==> src/rtl/sin_rom_arbiter.sv <==
// Two-channel read arbiter in front of a shared fixed-latency sine ROM, one read in flight.
// Define SINARB_FIXED_PRIO_EN for fixed channel-0 priority instead of round-robin.
`timescale 1ns/1ps
module sin_rom_arbiter #(
  parameter int unsigned ADDR_W  = 8,
  parameter int unsigned DATA_W  = 16,
  parameter int unsigned ROM_LAT = 2
) (
  input  logic              clk,
  input  logic              rst,
  input  logic              req0,
  input  logic              req1,
  input  logic [ADDR_W-1:0] addr0,
  input  logic [ADDR_W-1:0] addr1,
  output logic              gnt0,
  output logic              gnt1,
  output logic              rvalid0,
  output logic              rvalid1,
  output logic [DATA_W-1:0] rdata0,
  output logic [DATA_W-1:0] rdata1,
  output logic              rom_ce,
  output logic [ADDR_W-1:0] rom_addr,
  input  logic [DATA_W-1:0] rom_data,
  output logic              busy
);

  localparam int unsigned      CNT_W    = 3;
  localparam logic [CNT_W-1:0] CNT_LOAD = CNT_W'(ROM_LAT - 1);

  typedef enum logic [1:0] {
    IDLE,
    ISSUE,
    WAIT,
    CAPTURE
  } state_t;

  state_t              r_state;
  state_t              w_state_nxt;
  logic [CNT_W-1:0]    r_cnt;
  logic [CNT_W-1:0]    w_cnt_nxt;
  logic [CNT_W-1:0]    w_cnt_dec;
  logic                r_win;
  logic                w_win_nxt;
  logic                r_gnt0;
  logic                r_gnt1;
  logic                w_gnt0_nxt;
  logic                w_gnt1_nxt;
  logic                r_rvalid0;
  logic                r_rvalid1;
  logic                w_rvalid0_nxt;
  logic                w_rvalid1_nxt;
  logic [DATA_W-1:0]   r_rdata0;
  logic [DATA_W-1:0]   r_rdata1;
  logic [DATA_W-1:0]   w_rdata0_nxt;
  logic [DATA_W-1:0]   w_rdata1_nxt;
  logic                r_rom_ce;
  logic                w_rom_ce_nxt;
  logic [ADDR_W-1:0]   r_rom_addr;
  logic [ADDR_W-1:0]   w_rom_addr_nxt;
  logic                r_busy;
  logic                w_busy_nxt;
  logic                w_any_req;
  logic                w_pick;

  assign w_any_req = req0 | req1;

`ifdef SINARB_FIXED_PRIO_EN
  // Channel 1 wins only when channel 0 is not requesting.
  assign w_pick = ~req0;
`else
  logic r_last;
  logic w_last_nxt;

  // Under contention the channel not granted last wins; a lone request always wins.
  assign w_pick = (req0 & req1) ? ~r_last : req1;

  always_comb begin
    w_last_nxt = r_last;
    if ((r_state == IDLE) && w_any_req) begin
      w_last_nxt = w_pick;
    end
  end

  always_ff @(posedge clk or posedge rst) begin
    if (rst) begin
      r_last <= 1'b1;
    end else begin
      r_last <= w_last_nxt;
    end
  end
`endif

  assign w_cnt_dec = (r_cnt != '0) ? (r_cnt - CNT_W'(1)) : '0;

  // Next-state and next-output logic; every output is registered from these.
  always_comb begin
    w_state_nxt    = r_state;
    w_cnt_nxt      = r_cnt;
    w_win_nxt      = r_win;
    w_gnt0_nxt     = 1'b0;
    w_gnt1_nxt     = 1'b0;
    w_rvalid0_nxt  = 1'b0;
    w_rvalid1_nxt  = 1'b0;
    w_rdata0_nxt   = r_rdata0;
    w_rdata1_nxt   = r_rdata1;
    w_rom_ce_nxt   = 1'b0;
    w_rom_addr_nxt = r_rom_addr;
    unique case (r_state)
      IDLE: begin
        if (w_any_req) begin
          w_state_nxt    = ISSUE;
          w_win_nxt      = w_pick;
          w_rom_addr_nxt = w_pick ? addr1 : addr0;
          w_gnt0_nxt     = ~w_pick;
          w_gnt1_nxt     = w_pick;
          w_rom_ce_nxt   = 1'b1;
        end
      end
      ISSUE: begin
        if (ROM_LAT <= 1) begin
          w_state_nxt = CAPTURE;
          w_cnt_nxt   = '0;
        end else begin
          w_state_nxt = WAIT;
          w_cnt_nxt   = CNT_LOAD;
        end
      end
      WAIT: begin
        w_cnt_nxt = w_cnt_dec;
        if (w_cnt_dec == '0) begin
          w_state_nxt = CAPTURE;
        end
      end
      CAPTURE: begin
        w_state_nxt = IDLE;
        if (r_win) begin
          w_rdata1_nxt  = rom_data;
          w_rvalid1_nxt = 1'b1;
        end else begin
          w_rdata0_nxt  = rom_data;
          w_rvalid0_nxt = 1'b1;
        end
      end
      default: begin
        w_state_nxt = IDLE;
      end
    endcase
    w_busy_nxt = (w_state_nxt != IDLE);
  end

  // State and output registers; reset discards any read in flight.
  always_ff @(posedge clk or posedge rst) begin
    if (rst) begin
      r_state    <= IDLE;
      r_cnt      <= '0;
      r_win      <= 1'b0;
      r_gnt0     <= 1'b0;
      r_gnt1     <= 1'b0;
      r_rvalid0  <= 1'b0;
      r_rvalid1  <= 1'b0;
      r_rdata0   <= '0;
      r_rdata1   <= '0;
      r_rom_ce   <= 1'b0;
      r_rom_addr <= '0;
      r_busy     <= 1'b0;
    end else begin
      r_state    <= w_state_nxt;
      r_cnt      <= w_cnt_nxt;
      r_win      <= w_win_nxt;
      r_gnt0     <= w_gnt0_nxt;
      r_gnt1     <= w_gnt1_nxt;
      r_rvalid0  <= w_rvalid0_nxt;
      r_rvalid1  <= w_rvalid1_nxt;
      r_rdata0   <= w_rdata0_nxt;
      r_rdata1   <= w_rdata1_nxt;
      r_rom_ce   <= w_rom_ce_nxt;
      r_rom_addr <= w_rom_addr_nxt;
      r_busy     <= w_busy_nxt;
    end
  end

  assign gnt0     = r_gnt0;
  assign gnt1     = r_gnt1;
  assign rvalid0  = r_rvalid0;
  assign rvalid1  = r_rvalid1;
  assign rdata0   = r_rdata0;
  assign rdata1   = r_rdata1;
  assign rom_ce   = r_rom_ce;
  assign rom_addr = r_rom_addr;
  assign busy     = r_busy;

endmodule

==> config.mk <==
export PLATFORM = sky130hd
export DESIGN_NAME = sin_rom_arbiter
export DESIGN_NICKNAME = d
export VERILOG_FILES = /design/src/rtl/sin_rom_arbiter.sv
export SDC_FILE = /design/constraint.sdc
export NUM_CORES = 1
export LEC_CHECK = 0
export BUFFER_PORTS_ARGS = -buffer_cell sky130_fd_sc_hd__buf_4
export CAP_MARGIN = 10
export CORE_MARGIN = 3
export CORE_UTILIZATION = 42
export CTS_CLUSTER_DIAMETER = 60
export DETAILED_ROUTE_END_ITERATION = 10
export GPL_ROUTABILITY_DRIVEN = 1
export PLACE_DENSITY_LB_ADDON = 0.3
export SLEW_MARGIN = 10
export SYNTH_ARGS = -nofsm -noshare
export SYNTH_HDL_FRONTEND = slang
export SYNTH_SLANG_ARGS = --single-unit
==> constraint.sdc <==
create_clock -name clk -period 2.5 [get_ports clk]
set_input_delay 0.25 -clock clk [delete_from_list [all_inputs] [get_ports clk]]
set_output_delay 0.25 -clock clk [all_outputs]
set_load 0.05 [all_outputs]
==> results.yml, run 1 <==
sta:
  maxSlewViolCount: 0
  fin_tns_setup_ns: 0
  fin_crit_sh: 0.740
  worst_slew_pin_slew_ns: 0.723
  hold_viol: 0
  slew_headroom: 0.513
  min_period_ns: 1.85
  grt_setup_unrepaired: "no"
  setup_viol: 0
  skew_ns: 0.0101
  max_freq_ghz: 0.541
logic_synthesis:
  ys_seq_elements: 53
  synth_area_leaders: "dfrtp_1 63%, mux2_2 17%, a21oi_1 4.1%, nand2_1 2.0%, ha_1 1.8%"
  avgSynthCellArea_um2: 13.4
  yosysTopAreaCell: "dfrtp_1"
  synth_top_cell_area_share: 0.631
  synth_nets: 193
  syn_inst: 154
  synth_area_um2: 2060
  yosys_warnings: 0
  synth_seq_area_share: 0.643
  synth_cell_types: 27
critical_path:
  r2r_slack_ns: 0.65
  r2r_cells: 7
  startpoint_type: "register"
  arrival_ns: 2.03
  setup.worst_path.end_class: "register"
  path_class: "reg -> reg"
  crit_required_ns: 2.68
  worstPathMaxFanout: 9
die:
  initial_core_util: 0.455
  core-area_um2: 4530
  dieArea_um2: 5790
  pin_count: 82
  die_w_um: 76.1
  dieHeight_um: 76.1
  row_count: 24
global_routing:
  grt_max_degree: 33
  grt.busiest_layer: "met2"
  use_met2: 0.248
  first_global_vias: 1477
  met1_usage: 0.184
  grt_pass1_wl_um: 7000
  grt_overflow_total: 0
  antenna_found_initial: 0
  gr-usage-met3: 0.0544
  grtUsageTotal: 0.152
final_layout:
  drive_gt1_frac: 0.537
  antenna_cells: 0
  nNetsFinal: 280
  syn2layout_area_growth_pct: 39.4
  post-route-util: 0.634
clock_tree:
  clock_latency_ns: 0.30
  clk_pin_slew_ns: 0.09
  cts_sinks: 53
  clock-root-buffer: "clkbuf_8"
  post_cts_buffers: 0
  cts_inserted_buffers: 5
  cts_tree: "built"
  cts_resized: 0
  cts_hold_buf: 0
  ctsHtreeMaxLevel: 2
  clock_path_buffers: 2
detailed_routing:
  wl_um: 4190
  drt_iter0_drc: 49
  routed_via_density: 4.75
  drc: 0
  ant_nets: 0
  wire_per_inst_um: 13.6
  dr.pass1.iters: 4
  vias: 1458
place:
  place_congestion: 0.768
  port_buffers: 81
  hpwl_um: 3210
outcome:
  status: "completed"
hold_path:
  hp-class: "in -> async"
flow_run:
  maxCapViolations: 0
-- per-layer routing --
| metal | wire length [µm] | share of wire | vias up |
|---|---|---|---|
| met5 | 0 | 0 | - |
| met4 | 59 | 0.014 | 0 |
| met3 | 278 | 0.066 | 8 |
| met2 | 2080 | 0.50 | 54 |
| met1 | 1770 | 0.42 | 695 |
| li1 | - | - | 701 |
-- state kept, by name, indices dropped and copies added (netlist names) --
signal    count
rvalid0       1
r_state       2
rom_addr      8
r_last        1
rdata0       16
rom_ce        1
gnt0          1
gnt1          1
busy          1
r_cnt         3
r_win         1
rvalid1       1
rdata1       16
-- worst max-delay path: stages, from the launching register on --
cell	delay, ns
dfrtp_1	0.40
inv_1	0.08
ha_1	0.26
o21ai_0	0.30
buf_4	0.25
clkinv_1	0.22
nor2_1	0.16
a21oi_1	0.05
-- final timing paths --
kind,startpoint,to
worst max register to register,r_state[0],rom_addr[6]
worst min-delay path,rst,rom_addr[0]
max in group asynchronous,rst,r_last
worst max-delay path,r_state[0],rom_addr[6]
worst min register to register,r_win,r_win
min in group clk,req0,r_last
-- layout make-up --
cell class	instances	area, µm²
fillers	362	1660
flip-flops and latches	53	1330
multi-input cells	91	693
repair buffers	85	638
clock buffers	7	86.3
well taps	65	81.3
clock inverters	1	30.0
inverters	5	18.8
-- cells by family after synthesis --
logic type	after synthesis	share of synthesized area
multiplexers	32	0.175
flip-flops	53	0.643
buffers and inverters	10	0.0206
adder cells (fa/ha/maj)	3	0.0182
AO/OA/AOI/OAI	28	0.0831
AND/OR/NAND/NOR	28	0.0600
-- cells in the final DEF, fill, tap and decap left out --
cell | synthesis | routed
buf_4 | 0 | 85
dfrtp_1 | 52 | 52
mux2_2 | 32 | 32
a21oi_1 | 17 | 17
nand2_1 | 11 | 11
nor2_1 | 10 | 10
clkbuf_8 | 0 | 6
inv_1 | 4 | 3
ha_1 | 3 | 3
o21ai_0 | 2 | 2
a21o_1 | 2 | 2
nor2b_1 | 1 | 1
clkinv_1 | 1 | 1
a21bo_2 | 1 | 1
a21boi_2 | 1 | 1
and2_1 | 1 | 1
a21boi_0 | 1 | 1
a31oi_1 | 1 | 1
o211ai_1 | 1 | 1
o21a_1 | 1 | 1
nand3_1 | 1 | 1
nor3_1 | 1 | 1
or2_2 | 1 | 1
or4b_1 | 1 | 1
o311a_2 | 1 | 1
or2_1 | 1 | 1
inv_2 | 0 | 1
bufinv_16 | 0 | 1
clkbuf_1 | 0 | 1
dfstp_2 | 1 | 1
-- Yosys cell counts --
cell	n
dfrtp_1	52
mux2_2	32
a21oi_1	17
nand2_1	11
nor2_1	10
buf_2	4
inv_1	4
ha_1	3
a21o_1	2
o21ai_0	2
a21bo_2	1
a21boi_0	1
a21boi_2	1
a31oi_1	1
and2_1	1
buf_1	1
clkinv_1	1
dfstp_2	1
nand3_1	1
nor2b_1	1
nor3_1	1
o211ai_1	1
o21a_1	1
o311a_2	1
or2_1	1
or2_2	1
or4b_1	1
-- per-stage QoR --
| stage | hold slack (ns) | cells | area (µm²) | worst slack, ns |
|---|---|---|---|---|
| 2_1_floorplan | 0.320 | 154 | 2060 | 0.951 |
| 3_3_place_gp | 0.379 | 299 | 2760 | 0.727 |
| 3_5_place_dp | 0.380 | 299 | 2760 | 0.638 |
| 4_1_cts | 0.0393 | 307 | 2880 | 0.641 |
| 5_1_grt | 0.0701 | 307 | 2880 | 0.450 |
| 6_report | 0.0265 | 307 | 2880 | 0.651 |
Power of run 1 is not shown: default switching activity piles up to over one toggle a cycle in this logic, so the estimate is an artifact.
==> run 2, diff against run 1 <==
Clock period 2.5 ns to 1.9 ns, I/O delays scaled along.
==> run 2 against run 1 <==
  * Utilization rose by 0.083 points
  * Cell count is 0.65% higher
  * Worst setup slack got worse by 0.41 ns
  * Critical path type unchanged
  * Cell area increased by 0.13%
==> results.yml, run 2 (synthesized netlist as in run 1, its figures left out) <==
clock_tree:
  cts_resized: 0
  cts_sinks: 53
  clock_latency_ns: 0.30
  clock-root-buffer: "clkbuf_8"
  clk_pin_slew_ns: 0.09
  clock_path_buffers: 2
  cts_inserted_buffers: 5
  ctsHtreeMaxLevel: 2
  cts_tree: "built"
detailed_routing:
  drc: 0
  ant_nets: 0
  wl_met3_um: 244
  wl_met1_um: 1870
  drt_iter0_drc: 41
  routed_via_density: 4.68
  wire_per_inst_um: 13.4
  dr.pass1.iters: 4
  dr_wl_met2_um: 2010
  wl_um: 4150
  top_layer: "met4"
  vias: 1445
critical_path:
  crit_family: "simple AND/OR/NAND/NOR gates"
  cp.depth: 5
  path_class: "reg -> reg"
  r2r_cells: 5
  crit_required_ns: 2.09
  setup.worst_path.end_class: "register"
  arrival_ns: 1.85
  crit_buf_inv: 1
  cpPeakStageDelay_ns: 0.45
  path_cells: "inv_1, ha_1, or4b_1, o311a_2, or2_1"
  cp_slowest_cell: "or4b_1"
  worstPathMaxFanout: 7
  startpoint_type: "register"
sta:
  skew_ns: 0.00398
  min_period_ns: 1.66
  slew_headroom: 0.639
  max_freq_ghz: 0.602
  fin_crit_sh: 0.874
  whs_ns: 0.0723
  hold_viol: 0
  worst_slew_pin_slew_ns: 0.541
  grt_setup_unrepaired: "no"
  maxSlewViolCount: 0
  fin_tns_setup_ns: 0
  setup_viol: 0
final_layout:
  final_cell_mix: "85 x buf_4, 52 x dfrtp_1, 32 x mux2_2"
  drive_gt1_frac: 0.541
  nNetsFinal: 282
  final_cells: 309
  post-route-util: 0.635
  antenna_cells: 0
  syn2layout_area_growth_pct: 39.5
  final_common_cell: "buf_4"
global_routing:
  grt_max_degree: 30
  grt_pass1_wl_um: 6670
  grt_overflow_total: 0
  antenna_found_initial: 0
  grtUsageTotal: 0.143
  first_global_vias: 1383
place:
  hpwl_um: 3110
  placed_cells: 300
  place_congestion: 0.740
  port_buffers: 81
die:
  die_w_um: 76.1
  row_count: 24
  initial_core_util: 0.455
  dieArea_um2: 5790
  core-area_um2: 4530
  dieHeight_um: 76.1
  pin_count: 82
flow_run:
  maxCapViolations: 0
outcome:
  status: "completed"
hold_path:
  min_path_cells: 2
  hp-class: "in -> reg"
run 2: stage by stage:
stage	area (µm²)	setup WS, ns
2_1_floorplan	2060	0.351
3_5_place_dp	2780	0.239
3_3_place_gp	2780	0.309
5_1_grt	2880	0.173
6_report	2880	0.239
4_1_cts	2880	0.237
run 2: final timing paths:
| kind | start | to | slack [ns] |
|---|---|---|---|
| min in group asynchronous | rst | rdata0[6] | 0.49 |
| setup reg to reg | r_state[0] | busy | 0.24 |
| setup / recovery | r_state[0] | busy | 0.24 |
| hold / removal | req0 | r_last | 0.07 |
| hold reg to reg | rdata1[7] | rdata1[7] | 0.51 |
| max in group asynchronous | rst | r_last | 0.80 |
run 2: layer usage:
layer,vias to the layer above,track usage
met5,-,0
met4,0,0.0435
met2,47,0.238
li1,706,-
met1,690,0.179
met3,2,0.0449
run 2: area by class of cell:
class | count | area (µm²)
clock inverter | 3 | 21.3
tap | 65 | 81.3
multi-input combinational | 91 | 693
sequential | 53 | 1330
inverter | 5 | 18.8
timing repair buffer | 87 | 668
clock buffer | 5 | 68.8
fill | 375 | 1660
run 2: timing repair:
action / in CTS / in global routing
hold buffers: 1 / 0
buffers inserted: 0 / 0
hold endpoints to repair: 24 / 0
run 2: worst reg2reg max path: stages (launching register included):
cell and delay [ns]:
dfrtp_1 0.42, inv_1 0.09, ha_1 0.25, or4b_1 0.45
o311a_2 0.14, or2_1 0.20
Power of run 2 is left out for the same reason.
==> run 3, diff against run 2 <==
Settings changed: ABC_AREA from default to 1, CELL_PAD_IN_SITES_DETAIL_PLACEMENT from default to 1, CELL_PAD_IN_SITES_GLOBAL_PLACEMENT from default to 2, CORE_UTILIZATION 42 to 29, CTS_BUF_LIST from default to sky130_fd_sc_hd__clkbuf_8.
==> run 3 against run 2 <==
  * Worst hold slack improved by 0.086 ns
  * Global-route usage is 1.4 points lower
  * Highest routed layer unchanged
  * Cell area grew 5.8%
  * Via count up 26%
  * Non-clock buffer count decreased by 1
  * Die area up 51%
  * Synthesized cell count is 56% higher
  * Wire length increased by 27%
  * Sequential cell count is the same
  * Critical endpoint is now rom_addr[0]
  * Cell count grew 38%
==> results.yml, run 3 <==
die:
  core-area_um2: 7330
  row_count: 31
  dieHeight_um: 93.6
  dieArea_um2: 8760
  pin_count: 82
  initial_core_util: 0.304
  die_w_um: 93.6
clock_tree:
  clock_path_buffers: 2
  cts_tree: "built"
  cts_inserted_buffers: 5
  clock-root-buffer: "clkbuf_8"
  cts_sinks: 53
  clock_latency_ns: 0.30
  ctsHtreeMaxLevel: 2
  cts_hold_buf: 1
  clk_pin_slew_ns: 0.09
  cts_resized: 0
  post_cts_buffers: 0
sta:
  max_freq_ghz: 0.703
  slew_headroom: 0.646
  skew_ns: 0.00846
  worst_slew_pin_slew_ns: 0.530
  fin_crit_sh: 0.749
  maxSlewViolCount: 0
  grt_setup_unrepaired: "no"
  fin_tns_setup_ns: 0
  min_period_ns: 1.42
  hold_viol: 0
  setup_viol: 0
final_layout:
  final_cell_mix: "84 x buf_4, 64 x nand2_1, 52 x dfrtp_1"
  antenna_cells: 0
  nNetsFinal: 365
  regArea_um2: 1330
  multi_input_area_um2: 681
  fin_area_um2: 3050
  syn2layout_area_growth_pct: 36.8
  final_common_cell: "buf_4"
  nFillCells: 870
  drive_gt1_frac: 0.336
logic_synthesis:
  syn_inst: 241
  synth-edff-count: 0
  synth_xor_area_frac: 0
  synth_cell_types: 22
  async_reset_ff_frac: 1.00
  synth_area_leaders: "dfrtp_1 58%, nand2_1 11%, inv_1 7.1%, o21ai_0 6.7%, nand3_2 3.6%"
  yosys_warnings: 0
  avgSynthCellArea_um2: 9.24
  muxShareOfSynthArea: 0
  yosysMostFrequentCell: "nand2_1"
  synth_top_cells_by_count: "64 x nand2_1, 52 x dfrtp_1, 42 x inv_1"
  synth_area_um2: 2230
  yosysTopAreaCell: "dfrtp_1"
  synth_nets: 280
  synth_fa_ha_area_frac: 0.0169
  synth_top_family_by_area: "simple AND/OR/NAND/NOR gates"
  synthSimpleGateAreaFrac: 0.197
  ys_seq_elements: 53
  synth_compound_area_frac: 0.0922
  synth_top_cell_area_share: 0.585
  synth_seq_area_share: 0.596
  synthFlopType: "dfrtp_1"
pwr:
  power_mw: 6.14
  power_frac_comb: 0.583
  p_sw_mw: 3.20
  power_leakage_nw: 1.69
  power_density_nw_per_um2: 2020
  intPower_mw: 2.94
  power_switching_share: 0.521
  p_clk_frac: 0.098
  sequentialPowerShare: 0.318
  ir_drop_mv: 0.584
global_routing:
  first_global_vias: 1897
  antenna_found_initial: 0
  grt_max_degree: 34
  grt_overflow_total: 0
  grtUsageTotal: 0.129
  grt_pass1_wl_um: 8970
critical_path:
  startpoint_type: "register"
  crit_required_ns: 2.14
  r2r_slack_ns: 0.48
  rr_startpoint: "r_state[0]"
  arrival_ns: 1.67
  setup.worst_path.end_class: "register"
  path_class: "reg -> reg"
  cp_slowest_cell: "dfrtp_1"
  path_cells: "inv_1, ha_1, inv_2, nor2_4, buf_4, nand3_2, nand2_1"
  cpPeakStageDelay_ns: 0.39
  worstPathMaxFanout: 7
  r2r_cells: 7
  rr_endpoint: "rom_addr[0]"
place:
  placed_area_um2: 2950
  place_congestion: 0.698
  port_buffers: 81
  hpwl_um: 4040
hold_path:
  min_path_cells: 3
  whs_endpoint: "rdata1[1]"
  worst_hold_startpoint: "rom_data[1]"
  hp-class: "in -> reg"
detailed_routing:
  drt_iter0_drc: 33
  wl_um: 5280
  ant_nets: 0
  vias: 1817
  wire_per_inst_um: 12.4
  routed_via_density: 4.27
  dr.pass1.iters: 4
  drc: 0
outcome:
  status: "completed"
flow_run:
  maxCapViolations: 0
-- run 3: changes by cell type after synthesis, moves of 3 or more --
cell,delta
inv_2,+3
a21oi_1,-14
nand2_1,+53
o21ai_1,+5
inv_1,+38
nand3_2,+8
o21ai_0,+28
mux2_2,-32
nor2_1,-6
nand3_1,+9
-- run 3: layout make-up --
type | instances | share of cell area
clock inverters | 3 | 0.00493
repair buffers | 86 | 0.217
multi-input cells | 135 | 0.224
inverters | 45 | 0.0555
well taps | 99 | 0.0407
flip-flops and latches | 53 | 0.436
clock buffers | 5 | 0.0226
-- run 3: how the worst max path moves through the flow --
stage | cells after the start | startpoint | to
after floorplan | 1 | rst | busy
after global placement | 7 | r_state[0] | rom_addr[0]
after detailed placement | 7 | r_state[0] | rom_addr[3]
after CTS | 7 | r_state[0] | rom_addr[1]
after global routing | 7 | r_state[0] | rom_addr[0]
final | 7 | r_state[0] | rom_addr[0]
-- run 3: metal layers --
| metal | vias to the layer above | wire, µm | track usage |
|---|---|---|---|
| li1 | 907 | - | - |
| met1 | 848 | 2490 | 0.174 |
| met2 | 58 | 2420 | 0.208 |
| met3 | 4 | 334 | 0.0322 |
| met4 | 0 | 38 | 0.0325 |
| met5 | - | 0 | 0 |
-- run 3: cell families (layout without fill, tap and decap cells) --
family,count (synthesis),in the layout
AND/OR/NAND/NOR,92,92
flip-flops,53,53
adder cells (fa/ha/maj),3,3
buffers and inverters,53,139
AO/OA/AOI/OAI,40,40
-- run 3: power groups by stage --
stage          sequential (mW)  combinational, mW  clock, mW
2_1_floorplan             3.56              0.917          0
5_1_grt                   2.04               3.87      0.673
4_1_cts                   1.97               3.64      0.636
6_report                  1.95               3.58      0.603
3_5_place_dp              1.97               3.64          0
3_3_place_gp              1.98               3.57          0
-- run 3: worst max-delay path, delay by kind of cell, from the launching register on --
family / cells / cell delay, ns
adders and majority gates: 1 / 0.23
buffers and inverters: 3 / 0.40
DFF: 1 / 0.39
and+or+nand+nor: 3 / 0.36
-- run 3: stage by stage --
| step | util | hold slack, ns | std cells | worst slack (ns) |
|---|---|---|---|---|
| after floorplan | - | 0.338 | 241 | 0.425 |
| after global placement | 0.403 | 0.270 | 417 | 0.535 |
| after detailed placement | 0.403 | 0.270 | 417 | 0.450 |
| after CTS | 0.415 | 0.155 | 426 | 0.444 |
| after global routing | 0.415 | 0.156 | 426 | 0.306 |
| final | 0.415 | 0.158 | 426 | 0.477 |
Power figures use the tool's default switching activity.
